### src/rtl/money_pkg.sv
// Shared ledger types and widths, used by the ledger, display stage and game FSM.
package money_pkg;

    localparam int unsigned MONEY_W           = 16;
    localparam int unsigned MAX_MONEY_DEFAULT = 10000;

    typedef enum logic [1:0] {
        IDLE,
        LOCKED,
        SETTLE
    } ledger_state_e;

endpackage

### src/rtl/money_sat_add.sv
// Combinational add with clamp to a ceiling; the sum is formed one bit wider so it cannot wrap.
module money_sat_add
    import money_pkg::*;
(
    input  logic [MONEY_W-1:0] a,
    input  logic [MONEY_W-1:0] b,
    input  logic [MONEY_W-1:0] ceiling,
    output logic [MONEY_W-1:0] sum
);

    logic [MONEY_W:0] full;

    assign full = {1'b0, a} + {1'b0, b};
    assign sum  = (full > {1'b0, ceiling}) ? ceiling : full[MONEY_W-1:0];

endmodule

### src/rtl/money_ledger.sv
// Player balance and bet ledger: place / hold / settle, balance saturated to 0..MAX_MONEY.
// Define LEDGER_STATS_EN to add saturating win_count / loss_count outputs.
module money_ledger
    import money_pkg::*;
#(
    parameter int unsigned INIT_MONEY   = 1000,
    parameter int unsigned MAX_MONEY    = MAX_MONEY_DEFAULT,
    parameter int unsigned DEPOSIT_STEP = 100,
    parameter int unsigned BET_STEP     = 100
) (
    input  logic               clk,
    input  logic               rst,
    input  logic               deposit_p,
    input  logic               bet_up_p,
    input  logic               bet_down_p,
    input  logic               bet_place_p,
    input  logic               result_valid,
    input  logic               result_win,
    input  logic [1:0]         payout_mult,
    output logic [MONEY_W-1:0] current_money,
    output logic [MONEY_W-1:0] bet_amount,
    output logic               bet_locked,
    output logic               bet_reject,
    output logic               broke
`ifdef LEDGER_STATS_EN
    ,
    output logic [7:0]         win_count,
    output logic [7:0]         loss_count
`endif
);

    localparam logic [MONEY_W-1:0] INIT_V = MONEY_W'(INIT_MONEY);
    localparam logic [MONEY_W-1:0] MAX_V  = MONEY_W'(MAX_MONEY);
    localparam logic [MONEY_W-1:0] DEP_V  = MONEY_W'(DEPOSIT_STEP);
    localparam logic [MONEY_W-1:0] BET_V  = MONEY_W'(BET_STEP);

    ledger_state_e      state;
    logic               win_q;
    logic [1:0]         mult_q;

    logic [MONEY_W-1:0] dep_sum;
    logic [MONEY_W-1:0] pay_sum;
    logic [MONEY_W-1:0] payout;
    logic [MONEY_W-1:0] settle_money;
    logic [2:0]         mult_p1;
    logic [MONEY_W+2:0] product;
    logic               bet_up_ok;

    assign mult_p1 = {1'b0, mult_q} + 3'd1;
    assign product = {3'b000, bet_amount} * {{MONEY_W{1'b0}}, mult_p1};
    // Clamp the product first so an oversized bet can never wrap into the adder.
    assign payout  = (product > {3'b000, MAX_V}) ? MAX_V : product[MONEY_W-1:0];

    assign bet_up_ok    = ({1'b0, bet_amount} + {1'b0, BET_V}) <= {1'b0, current_money};
    assign settle_money = win_q ? pay_sum : current_money;

    money_sat_add u_dep_add (
        .a       (current_money),
        .b       (DEP_V),
        .ceiling (MAX_V),
        .sum     (dep_sum)
    );

    money_sat_add u_pay_add (
        .a       (current_money),
        .b       (payout),
        .ceiling (MAX_V),
        .sum     (pay_sum)
    );

    always_ff @(posedge clk) begin
        if (rst) begin
            state         <= IDLE;
            current_money <= INIT_V;
            bet_amount    <= BET_V;
            bet_locked    <= 1'b0;
            bet_reject    <= 1'b0;
            broke         <= (INIT_V == '0);
            win_q         <= 1'b0;
            mult_q        <= 2'd0;
`ifdef LEDGER_STATS_EN
            win_count     <= 8'd0;
            loss_count    <= 8'd0;
`endif
        end else begin
            bet_reject <= 1'b0;
            unique case (state)
                IDLE: begin
                    if (bet_place_p) begin
                        if (current_money != '0 && bet_amount <= current_money) begin
                            current_money <= current_money - bet_amount;
                            broke         <= (current_money == bet_amount);
                            bet_locked    <= 1'b1;
                            state         <= LOCKED;
                        end else begin
                            bet_reject <= 1'b1;
                        end
                    end else if (deposit_p) begin
                        current_money <= dep_sum;
                        broke         <= (dep_sum == '0);
                    end else if (bet_up_p && !bet_down_p) begin
                        if (bet_up_ok) begin
                            bet_amount <= bet_amount + BET_V;
                        end
                    end else if (bet_down_p && !bet_up_p) begin
                        if (bet_amount > BET_V) begin
                            bet_amount <= bet_amount - BET_V;
                        end
                    end
                end
                LOCKED: begin
                    if (result_valid) begin
                        win_q  <= result_win;
                        mult_q <= payout_mult;
                        state  <= SETTLE;
                    end
                end
                SETTLE: begin
                    current_money <= settle_money;
                    broke         <= (settle_money == '0);
                    if (bet_amount > settle_money) begin
                        bet_amount <= BET_V;
                    end
                    bet_locked <= 1'b0;
                    state      <= IDLE;
`ifdef LEDGER_STATS_EN
                    if (win_q && win_count != 8'hff) begin
                        win_count <= win_count + 8'd1;
                    end
                    if (!win_q && loss_count != 8'hff) begin
                        loss_count <= loss_count + 8'd1;
                    end
`endif
                end
                default: state <= IDLE;
            endcase
        end
    end

endmodule

### config.mk
export PLATFORM = sky130hd
export DESIGN_NAME = money_ledger
export DESIGN_NICKNAME = d
export VERILOG_FILES = /design/src/rtl/money_pkg.sv /design/src/rtl/money_sat_add.sv /design/src/rtl/money_ledger.sv
export SDC_FILE = /design/constraint.sdc
export NUM_CORES = 1
export LEC_CHECK = 0
export ABC_CLOCK_PERIOD_IN_PS = 15100
export BUFFER_PORTS_ARGS = -buffer_cell sky130_fd_sc_hd__buf_2
export CELL_PAD_IN_SITES_DETAIL_PLACEMENT = 1
export CELL_PAD_IN_SITES_GLOBAL_PLACEMENT = 1
export CORE_MARGIN = 2
export CORE_UTILIZATION = 50
export DETAILED_ROUTE_END_ITERATION = 6
export GPL_ROUTABILITY_DRIVEN = 0
export PLACE_DENSITY_LB_ADDON = 0.08
export SYNTH_ARGS = -nofsm -noshare
export SYNTH_HDL_FRONTEND = slang
export SYNTH_SLANG_ARGS = --single-unit
### constraint.sdc
create_clock -name clk -period 15.1 [get_ports clk]
set_input_delay 3.775 -clock clk [delete_from_list [all_inputs] [get_ports clk]]
set_output_delay 3.775 -clock clk [all_outputs]
set_load 0.02 [all_outputs]
**After elaboration in Yosys (flattened, before gate mapping)**

Index checks and enable logic that the tools add are counted.

- Register bits after elaboration: 40
- Latch bits: 0
- Memory bits (writable): 0
- Memory bits (read-only): 0
- Input bits: 10
- Output and inout port bits: 35
- Word-level logic and storage cells: 83
- Memories: 0

- Add/subtract/negate cells: 7
- Multipliers: 1
- Div/mod/pow operators: 0
- Order comparisons: 7
- Equality and inequality tests: 14
- Shifts and indexed selects: 0
- Multiplexer cells: 28
- Bitwise operators: 2
- Reductions and logical operators: 16

Operators with widths:

| cell | number |
|---|---|
| 16-bit 2-to-1 mux | 14 |
| 16-bit case mux with 2 select lines | 2 |
| 16-bit by 7-bit adder with 17-bit output (second input constant) | 2 |
| 17-bit by 14-bit greater-than comparator with 1-bit output (second input constant) | 2 |
| 16-bit logical NOT | 2 |
| 19-bit by 14-bit greater-than comparator with 1-bit output (second input constant) | 1 |
| 16-bit by 3-bit multiplier with 19-bit output | 1 |
| 16-bit by 16-bit adder with 17-bit output | 1 |
| 17-bit by 16-bit <= comparator with 1-bit output | 1 |
| 16-bit by 7-bit adder with 16-bit output (second input constant) | 1 |
| 16-bit equality test | 1 |
| 16-bit greater-than comparator | 1 |
| 16-bit by 7-bit greater-than comparator with 1-bit output (second input constant) | 1 |
| 16-bit <= comparator | 1 |
| 16-bit nonzero test | 1 |
| 16-bit subtractor | 1 |
| 16-bit by 7-bit subtractor with 16-bit output (second input constant) | 1 |
| 3-bit inequality test (second input constant) | 5 |
| 2-bit inequality test (second input constant) | 6 |
| 3-bit AND reduction | 3 |
| 7-bit AND reduction | 1 |
| 1-bit 2-to-1 mux | 6 |
| 2-bit 2-to-1 mux | 3 |
| 1-bit case mux with 2 select lines | 2 |
| 11 further kinds | 15 |

**Longest topological paths before layout**

Gate-level depths: netlist of run 1.

- Depth after elaboration: 11
- Depth in mapped cells: 40
- Depth with buffers taken out: 36

**By module**

From an unflattened synthesis of run 1, not the netlist that was laid out.

- Cell total of the unflattened synthesis: 1103
- Area total of the unflattened synthesis: 8486.9 um^2

By module, submodules not included:

| module | times used | cells each | area an instance (um^2) | sequential area each (um^2) |
|---|---|---|---|---|
| money_ledger | 1 | 767 | 5714.2 | 760.7 |
| money_sat_add | 2 | 168 | 1386.3 | 0.0 |

**Least setup slack after synthesis of run 1**

No wires, ideal clock.

- Path kind: flip-flop to flip-flop
- Start point: register mult_q[0]
- End point: register bet_amount[11]
- Setup time: 0.095 ns
- Arrival time: 7.863 ns
- Data required time: 15.005 ns
- Slack: 7.141 ns
- Cell stages (with the launch flop): 39
- Path buffers: 3
- Period minus slack after synthesis: 7.959 ns
- Cell sequence: dfxtp_1 ha_1 clkbuf_1 nand2_1 fa_1 inv_1 ha_1 a21o_1 a21oi_2 nor2b_1 o21a_1 o41a_1 a311oi_2 xor2_1 a31oi_1 or4_1 buf_2 nor3_2 (+3 left out) o311ai_0 a21oi_1 a211oi_1 a311oi_2 o21ai_2 nor2_1 a21oi_1 ha_1 a21o_1 a21o_1 a21o_1 a21o_1 a21oi_1 o221ai_1 nand2_1 a22oi_2 buf_2 a221oi_1

- Cells in the longest elaborated chain, start to end: 11

RTL lines:

| item | RTL line | RTL |
|---|---|---|
| from (decl) | money_ledger.sv:39 | `logic [1:0] mult_q;` |
| from (signal assigned) | money_ledger.sv:114 | `mult_q <= payout_mult;` |
| 2-bit by 1-bit adder with 3-bit output (*) | money_ledger.sv:49 | `assign mult_p1 = {1'b0, mult_q} + 3'd1;` |
| 16-bit by 3-bit multiplier with 19-bit output (*) | money_ledger.sv:50 | `assign product = {3'b000, bet_amount} * {{MONEY_W{1'b0}}, mult_p1};` |
| 19-bit by 14-bit greater-than comparator with 1-bit output | money_ledger.sv:52 | `assign payout = (product > {3'b000, MAX_V}) ? MAX_V : product[MONEY_W-1:0];` |
| 16-bit 2-to-1 mux (*) | money_ledger.sv:52 |  |
| 16-bit by 16-bit adder with 17-bit output (*) | money_sat_add.sv:13 | `assign full = {1'b0, a} + {1'b0, b};` |
| 17-bit by 14-bit greater-than comparator with 1-bit output | money_sat_add.sv:14 | `assign sum = (full > {1'b0, ceiling}) ? ceiling : full[MONEY_W-1:0];` |
| 16-bit 2-to-1 mux (*) | money_sat_add.sv:14 |  |
| 16-bit 2-to-1 mux (*) | money_ledger.sv:55 | `assign settle_money = win_q ? pay_sum : current_money;` |
| 16-bit greater-than comparator (*) | money_ledger.sv:121 | `if (bet_amount > settle_money) begin` |
| 2-bit inequality test (no line) (*) | n/a |  |
| 7-bit AND reduction (no line) (*) | n/a |  |
| to (signal assigned) | money_ledger.sv:103 | `bet_amount <= bet_amount + BET_V;` |
| to (signal assigned) | money_ledger.sv:107 | `bet_amount <= bet_amount - BET_V;` |
| to (decl) | money_ledger.sv:21 | `output logic [MONEY_W-1:0] bet_amount,` |

Mark *: on every way between the ends. The rest lies on a longest branch, timed or not.
A chain may end at the register's enable or synchronous reset.

**Final worst setup path of run 1**

Same ends and word-level chain as after synthesis.

==> impl_metrics.tcl, run 1 <==
set metrics [dict create \
    post-dp-hpwl_um 18390 \
    yosysMostFrequentCell "nor2_1" \
    grt_setup_unrepaired "false" \
    yosys_warnings 0 \
    power.density_nw_per_um2 246.2 \
    synth-simple-area-share 0.2328 \
    drv_cap 0 \
    max_freq_mhz 107.7 \
    synth_ff_type "dfxtp_1" \
    clock_skew_ps 8.962 \
    start_util 0.5129 \
    synth_area_leader_cell "ha_1" \
    final_util 0.5475 \
    synth_edf_count 0 \
    synthMuxAreaShare 0.007701 \
    grt.total_usage 0.3377 \
    p_total_mw 1.708 \
    drc_errors 0 \
    core_area_um2 12670 \
    finalSetupTns_ps 0 \
    min_path_type "flip-flop to flip-flop" \
    num_antenna_cells 0 \
    synth_top_area_share 0.1656 \
    power_leakage_nw 3.214 \
    hold_buffers 0 \
    grt_max_degree 43 \
    synth-seq-cells 38 \
    grt_pass1_vias 7208 \
    dp.cells 1081 \
    end_kind "flip-flop" \
    syn_area_per_cell_um2 7.213 \
    stdcell_count 1089 \
    cts_resized 0 \
    ys_seq_area_frac 0.1171 \
    synth-adder-area-share 0.2087 \
    antenna_found_initial 0 \
    setup_viol 0 \
    clockRootBuffer "clkbuf_16" \
    finalCriticalPeriod_ps 9282 \
    avgRoutedWirePerCell_um 21.61 \
    clkSinkCount 38 \
    syn_inst 901 \
    synth_xor_area_frac 0.06873 \
    synth.distinct_cells 77 \
    max-vdd-ir-drop_v 0.00009975 \
    critPathLaunchType "flip-flop" \
    ios 45 \
    netlist_area_um2 6499 \
    cp_data_required_time_ps 15300 \
    synthTopCellsByArea "ha_1 (17%), dfxtp_1 (12%), nor2_1 (5.3%), nand2_1 (4.9%), xnor2_1 (4.6%)" \
    synth-compound-area-share 0.2867 \
    row_count 41 \
    cts_made_buffers 5 \
    ys_async_sr_fraction 0 \
    via_per_inst 6.373 \
    slowest_delay_ps 670 \
    clk_pin_slew_worst_paths_ps 60 \
    cp.arrival_ps 9480 \
    final_nets 1026 \
    min_period_over_period 0.6147 \
    clkLatencyLatePin_ps 290 \
    die_area_um2 13930 \
    hold_path_startpoint "bet_locked" \
    rr_startpoint "mult_q[0]" \
    grt_overflow_total 0 \
    ant_nets 0 \
    area_growth_pct 6.758 \
    slowest_stage "or4_1" \
    yosys-top-cells-count "nor2_1 (92), ha_1 (86), nand2_1 (84), inv_1 (79), a21oi_1 (57)" \
    dieHeight_um 118.0 \
    htreeDepth 2 \
    dr.pass1.iters 5 \
    maxSlewHeadroom 0.4139 \
    drive_gt1_frac 0.08397 \
    criticalPathCategory "flip-flop to flip-flop" \
    crit_fanout 16 \
    post_cts_buffers 0 \
    slew_violations 0 \
    grt_pass1_wl_um 38010 \
    outcome "finished clean" \
    tightestPinTransition_ps 877.0 \
    dr.first_iter.drc_count 607 \
    die-width_um 118.0 \
    cts_tree "done" \
    n_fill_cell 1686 \
    worstSetupStartpoint "mult_q[0]" \
    cts.path.max_buffers 2 \
    synth_top_family_by_area "compound AO/OA/AOI/OAI gates" \
    wl_um 23540 \
    port_buffers 42 \
    hold_violations 0 \
    vias 6940 \
]
## path summary, 6_finish.rpt
kind | end | slack, ps | cells after the start
max | bet_amount[11] | 5820 | 34
min reg2reg | bet_locked | 480 | 2
max reg2reg | bet_amount[11] | 5820 | 34
min | bet_locked | 480 | 2
## registers in the layout (all words and copies together) (netlist names)
register	count
bet_amount	14
bet_locked	1
bet_reject	1
broke	1
current_money	16
mult_q	2
state	2
win_q	1
## cells by family after synthesis
kind of cell / Yosys count
AND/OR/NAND/NOR: 314
adder cells (fa/ha/maj): 100
multiplexers: 5
buffers and inverters: 128
flip-flops: 38
AO/OA/AOI/OAI: 263
other: 2
XOR/XNOR: 51
## metal layers
layer | share of wire | wire, um | GRT usage
met5 | 0 | 0 | 0
met4 | 0.026 | 618 | 0.09940
met3 | 0.065 | 1531 | 0.04264
met2 | 0.47 | 11140 | 0.5712
met1 | 0.44 | 10250 | 0.4489
## critical path: cells and delay by family (launching register included)
kind,cells,cell delay (ps)
compound gates,21,5150
fa+ha+maj,5,1940
simple gates,6,1340
flops,1,460
xor+xnor,1,240
buf+inv,1,40
## layout make-up
cell class	instances	area, um2	share of cell area
multi-input cells	745	5274	0.7601
inverters	80	300.3	0.04328
clock buffers	7	142.6	0.02056
flip-flops and latches	38	760.7	0.1096
well taps	172	215.2	0.03102
clock inverters	1	5.005	0.0007214
repair buffers	46	240.2	0.03463
## stage by stage
step | hold slack (ps) | setup WS (ps) | area [um2]
after floorplan | 467.6 | 7141 | 6536
after global placement | 459.0 | 6374 | 6790
after detailed placement | 475.4 | 5984 | 6790
after CTS | 484.1 | 5906 | 6938
after global routing | 510.4 | 4980 | 6938
final | 484.4 | 5818 | 6938
## power breakdown
group          internal (mW)  switching (mW)
Sequential             0.131           0.102
Clock                 0.0657          0.0476
Combinational          0.521           0.841
## placed cells by master (no fill, tap or decap), types with 6 or more instances in the layout
cell type / count
nor2_1: 92
ha_1: 86
nand2_1: 84
inv_1: 79
a21oi_1: 57
buf_2: 42
dfxtp_1: 38
o21ai_0: 37
xnor2_1: 34
nand3_1: 29
a21o_1: 26
nor3_1: 25
xor2_1: 17
fa_1: 14
a31oi_1: 13
a211oi_1: 12
and2_1: 12
nand4_1: 12
conb_1: 12
o211ai_1: 11
o21bai_1: 11
nand2b_1: 11
a221oi_1: 10
a22oi_1: 9
nor2b_1: 8
and3_1: 8
o21a_1: 7
a311oi_1: 7
o31ai_1: 6
a22o_1: 6
No activity file was read; power rests on OpenSTA's default activity.
==> inputs of run 2 (changes only) <==
--- a/config.mk
+++ b/config.mk
@@ -5,12 +5,12 @@
 export SDC_FILE = /design/constraint.sdc
 export NUM_CORES = 1
 export LEC_CHECK = 0
-export ABC_CLOCK_PERIOD_IN_PS = 15100
+export ABC_CLOCK_PERIOD_IN_PS = 8300
 export BUFFER_PORTS_ARGS = -buffer_cell sky130_fd_sc_hd__buf_2
 export CELL_PAD_IN_SITES_DETAIL_PLACEMENT = 1
 export CELL_PAD_IN_SITES_GLOBAL_PLACEMENT = 1
 export CORE_MARGIN = 2
-export CORE_UTILIZATION = 50
+export CORE_UTILIZATION = 42
 export DETAILED_ROUTE_END_ITERATION = 6
 export GPL_ROUTABILITY_DRIVEN = 0
 export PLACE_DENSITY_LB_ADDON = 0.08
==> constraint.sdc (replaced) <==
create_clock -name clk -period 8.3 [get_ports clk]
set_input_delay 2.075 -clock clk [delete_from_list [all_inputs] [get_ports clk]]
set_output_delay 2.075 -clock clk [all_outputs]
set_load 0.02 [all_outputs]
==> run 2 against run 1 <==
Total power up 110%. Cell area up 8.6%. Cell count up 5.3%. Sequential power up 67%. Register-to-register slack worse by 5500 ps. Core utilization down 5.0 points. Highest routed layer unchanged. Die area up 18%. Routed wire length up 9.7%. Largest cell class unchanged. Worst setup slack worse by 5500 ps. Sequential share of layout area down 0.84 points. Non-clock buffer count up 42.
==> impl_metrics.tcl, run 2 (synthesis gave the netlist of run 1 again) <==
set metrics [dict create \
    criticalPathCategory "flip-flop to flip-flop" \
    cp.arrival_ps 8210 \
    power_leakage_nw 3.442 \
    cp_data_required_time_ps 8490 \
    outcome "finished clean" \
    num_antenna_cells 0 \
    htreeDepth 2 \
    final_common_cell "nor2_1" \
    drive_gt1_frac 0.1679 \
    multi_input_area_um2 5513 \
    mostFrequentLayoutCells "nor2_1 (88), nand2_1 (83), ha_1 (79), inv_1 (77), a21oi_1 (51)" \
    max-vdd-ir-drop_v 0.0001642 \
    drc_errors 0 \
    grt_pass1_vias 7269 \
    via_per_inst 6.275 \
    slew_violations 0 \
    seq_area_um2 763.2 \
    clkLatencyLatePin_ps 300 \
    core_area_um2 15150 \
    top_register "current_money" \
    clock_skew_ps 5.983 \
    wl_um 25810 \
    min_period_over_period 0.9664 \
    finalCriticalPeriod_ps 8021 \
    slowest_stage "fa_1" \
    clockRootBuffer "clkbuf_16" \
    end_kind "flip-flop" \
    top_regs "current_money x16, bet_amount x14" \
    crit_fanout 8 \
    placed_cell_area_um2 7051 \
    cts.path.max_buffers 2 \
    cts_tree "done" \
    largest_reg_flops 16 \
    max_freq_mhz 124.7 \
    antenna_found_initial 0 \
    setup_viol 0 \
    power.density_nw_per_um2 469.2 \
    crit_top_cell "a21o_1" \
    die_area_um2 16480 \
    dieHeight_um 128.4 \
    avgRoutedWirePerCell_um 22.50 \
    grt_overflow_total 0 \
    grt_max_degree 43 \
    area_growth_pct 15.98 \
    slowest_delay_ps 490 \
    p_total_mw 3.537 \
    die-width_um 128.4 \
    final_nets 1068 \
    clkSinkCount 38 \
    row_count 45 \
    holdWs_ps 462.8 \
    port_buffers 42 \
    ant_nets 0 \
    vias 7197 \
    clk_pin_slew_worst_paths_ps 70 \
    post-dp-hpwl_um 20090 \
    tightestPinTransition_ps 940.1 \
    n_fill_cell 1925 \
    final_area_um2 7537 \
    drv_cap 0 \
    dr.pass1.iters 5 \
    hold_buffers 0 \
    grt.total_usage 0.3071 \
    cts_made_buffers 5 \
    dr.first_iter.drc_count 575 \
    min_path_type "flip-flop to flip-flop" \
    ios 45 \
    maxSlewHeadroom 0.3717 \
    start_util 0.4291 \
    critPathLaunchType "flip-flop" \
    hold_violations 0 \
    grt_pass1_wl_um 39930 \
]
## run 2: cell types whose count changed in the layout (fill, tap and decap cells not counted), moves of 4 or more
| cell | before | now |
|---|---|---|
| a21oi_2 | 3 | 8 |
| ha_1 | 86 | 79 |
| ha_4 | 0 | 6 |
| nor2_1 | 92 | 88 |
| buf_4 | 4 | 44 |
| a21oi_1 | 57 | 51 |
## run 2: area by class of cell
cell class,count,area share
multi-input cells,745,0.7314
flip-flops and latches,38,0.1013
repair buffers,88,0.07586
inverters,80,0.04017
well taps,188,0.03121
clock buffers,6,0.01843
clock inverters,2,0.001660
## run 2: worst max-delay path, delay by kind of cell, from the launching register on
kind	cells	cell delay (ps)
xor gates and xnor gates	1	250
AOI/OAI and AO/OA	21	4050
adders and majority gates	5	1720
and+or+nand+nor	7	910
DFF	1	340
buffers and inverters	4	640
## run 2: final timing paths
| path | start | endpoint | slack (ps) | cells past startpoint |
|---|---|---|---|---|
| max | mult_q[1] | bet_amount[5] | 280 | 38 |
| min | bet_locked | bet_locked | 460 | 2 |
| max reg2reg | mult_q[1] | bet_amount[5] | 280 | 38 |
| min reg2reg | bet_locked | bet_locked | 460 | 2 |
## run 2: stage by stage
step | instances | TNS [ps] | setup WS, ps | utilization
3_3_place_gp | 1129 | 0 | 84.00 | 0.4655
3_5_place_dp | 1129 | -2002 | -228.6 | 0.4655
6_report | 1147 | 0 | 279.0 | 0.4976
5_1_grt | 1147 | -322.0 | -71.54 | 0.4976
4_1_cts | 1138 | 0 | 2.057 | 0.4788
2_1_floorplan | 911 | 0 | 341.3 | -
## run 2: power breakdown
part	leakage, nW	switching [mW]	internal [mW]
sequential	0.311	0.151	0.238
clock	0.0729	0.0921	0.119
combinational	3.06	1.75	1.19
## run 2: timing repair
item / in CTS / in global routing
gates cloned: 0 / 0
setup buffers: 1 / 9
resized for setup: 10 / 42
pin swaps: 1 / 29
setup endpoints to repair: 14 / 14
## run 2: per-layer routing
metal	vias up	part of all wire	global-route usage
li1	3339	-	-
met1	3571	0.45	0.4171
met2	234	0.46	0.5181
met3	53	0.048	0.02994
met4	0	0.034	0.08985
met5	-	0	0
==> inputs of run 3 (changes only) <==
--- a/config.mk
+++ b/config.mk
@@ -13,7 +13,7 @@
 export CORE_UTILIZATION = 42
 export DETAILED_ROUTE_END_ITERATION = 6
 export GPL_ROUTABILITY_DRIVEN = 0
-export PLACE_DENSITY_LB_ADDON = 0.08
+export PLACE_DENSITY = 0.85
 export SYNTH_ARGS = -nofsm -noshare
 export SYNTH_HDL_FRONTEND = slang
 export SYNTH_SLANG_ARGS = --single-unit
==> run 3 against run 2 <==
Flip-flop and latch count unchanged. Core utilization up 0.43 points. Critical path depth down 2. Count of clock-buffer cells in the layout unchanged. Clock power up 26%. Die area unchanged. Register-to-register slack worse by 95 ps. First-iteration DRC count down 8.5%. Global-route usage down 1.2 points. Cell count down 0.78%. Sequential power up 1%. Combinational power down 2%. Critical path type unchanged. Largest cell class unchanged. Largest power group unchanged. Highest routed layer unchanged.
==> impl_metrics.tcl, run 3 (synthesis gave the netlist of run 1 again) <==
set metrics [dict create \
    outcome "finished clean" \
    maxSlewHeadroom 0.2782 \
    dr.first_iter.drc_count 526 \
    clockRootBuffer "clkbuf_16" \
    min_period_over_period 0.9779 \
    finalWorstSetupSlack_ps 183.5 \
    crit_fanout 8 \
    crit_top_cell "a21o_1" \
    die-width_um 128.4 \
    critical_path_buf_inv_count 1 \
    top_regs "current_money x16, bet_amount x14" \
    power_leakage_nw 3.434 \
    p_total_mw 3.535 \
    hold_end "bet_locked" \
    cts_made_buffers 5 \
    via_per_inst 6.311 \
    tightestPinTransition_ps 1079 \
    cp_data_required_time_ps 8500 \
    n_fill_cell 1914 \
    mostFrequentLayoutCells "nor2_1 (88), nand2_1 (82), inv_1 (77), ha_1 (76), a21oi_1 (51)" \
    min_path_type "flip-flop to flip-flop" \
    num_antenna_cells 0 \
    p_comb_frac 0.813 \
    hold_violations 0 \
    grt_pass1_vias 7188 \
    area_growth_pct 16.98 \
    ff2ff_path_depth 36 \
    r2r-end "bet_amount[11]" \
    dieHeight_um 128.4 \
    end_kind "flip-flop" \
    row_count 45 \
    final_common_cell "nor2_1" \
    clock_skew_ps 7.776 \
    htreeDepth 2 \
    grt_pass1_wl_um 38370 \
    stdcell_count 1138 \
    ios 45 \
    power.density_nw_per_um2 465.0 \
    seq_area_um2 763.2 \
    dp.cells 1116 \
    rr_startpoint "mult_q[0]" \
    pre_cts_slack_ps -228.3 \
    top_register "current_money" \
    setup_viol 0 \
    post-dp-hpwl_um 18660 \
    whs_path_depth 2 \
    final_nets 1059 \
    finalCriticalPeriod_ps 8116 \
    multi_input_area_um2 5605 \
    cts.path.max_buffers 2 \
    rrSetupSlack_ps 180 \
    path_delay_family "compound AO/OA/AOI/OAI gates" \
    p_seq_frac 0.111 \
    port_buffers 42 \
    antenna_found_initial 0 \
    wl_um 24970 \
    dr.pass1.iters 7 \
    grt_overflow_total 0 \
    max_freq_mhz 123.2 \
    hold_path_startpoint "bet_locked" \
    die_area_um2 16480 \
    grtUsageMet3 0.05322 \
    slew_violations 0 \
    finalSetupTns_ps 0 \
    drc_errors 0 \
    clkSinkCount 38 \
    max-vdd-ir-drop_v 0.0001618 \
    grt_util_met2 0.4753 \
    vias 7182 \
    netSwitchingFraction 0.5545 \
    power_frac_clock 0.076 \
    drv_cap 0 \
    cp.arrival_ps 8320 \
    drive_gt1_frac 0.1695 \
    start_util 0.4291 \
    ant_nets 0 \
    power.switching_mw 1.960 \
    grt_busiest_layer "met2" \
    met1_usage 0.3868 \
    critPathLaunchType "flip-flop" \
    clkLatencyLatePin_ps 300 \
    slowest_stage "or4_4" \
    slowest_delay_ps 600 \
    core_area_um2 15150 \
    criticalPathCategory "flip-flop to flip-flop" \
    avgRoutedWirePerCell_um 21.94 \
    clk_pin_slew_worst_paths_ps 60 \
    grt_max_degree 43 \
    cts_tree "done" \
    final_util 0.5019 \
    largest_reg_flops 16 \
    internal_power_mw 1.575 \
    grt.total_usage 0.2952 \
    hold_buffers 0 \
]
==> run 3: cell count changes in the layout (fill, tap and decap cells not counted), sizes merged <==
cell and delta:
buf -9, inv -1, clkinv -1, bufinv +2
==> run 3: final cells by class <==
class                   count  share of cell area
well taps                 188             0.03094
inverters                  80             0.03999
multi-input cells         745              0.7373
clock buffers               6             0.01827
repair buffers             79             0.06517
clock inverters             2            0.007900
flip-flops and latches     38              0.1004
==> run 3: per-layer routing <==
| layer | part of all wire | up-vias |
|---|---|---|
| met3 | 0.073 | 69 |
| met5 | 0 | - |
| met1 | 0.42 | 3495 |
| li1 | - | 3321 |
| met4 | 0.044 | 0 |
| met2 | 0.46 | 297 |
==> run 3: repair_timing <==
item,4_1_cts,5_1_grt
resized for setup,7,63
endpoints found under the setup margin,14,14
cloned,0,0
pin swaps,1,39
setup buffers,1,13
==> run 3: worst max-delay path by stage <==
stage	from	to	slack, ps	cells after the start
detailed placement	mult_q[0]	bet_amount[10]	-230	36
global placement	mult_q[0]	bet_amount[8]	200	36
CTS	mult_q[0]	bet_amount[9]	30	36
finish	mult_q[0]	bet_amount[11]	180	36
floorplan	mult_q[0]	bet_amount[11]	340	38
global route	mult_q[0]	bet_amount[15]	-160	35
==> run 3: worst register-to-register path: cells and delay by family, from the launching register on <==
family,cells,cell delay (ps)
XOR/XNOR,1,260
AND/OR/NAND/NOR,7,1310
AO/OA/AOI/OAI,22,4560
adder cells (fa/ha/maj),5,1530
buffers and inverters,1,50
flip-flops,1,340
==> run 3: power groups by stage <==
stage          Combinational [mW]  Sequential, mW  Clock [mW]
2_1_floorplan                1.83           0.361           0
3_3_place_gp                 2.42           0.384           0
3_5_place_dp                 2.48           0.384           0
4_1_cts                      2.54           0.379       0.268
5_1_grt                      3.12           0.395       0.277
6_report                     2.87           0.393       0.267
==> run 3: through the flow <==
step	hold WS, ps	instance area, um2
2_1_floorplan	467.6	6536
3_3_place_gp	442.9	6953
3_5_place_dp	451.6	6953
4_1_cts	459.5	7189
5_1_grt	516.4	7602
6_report	457.9	7602
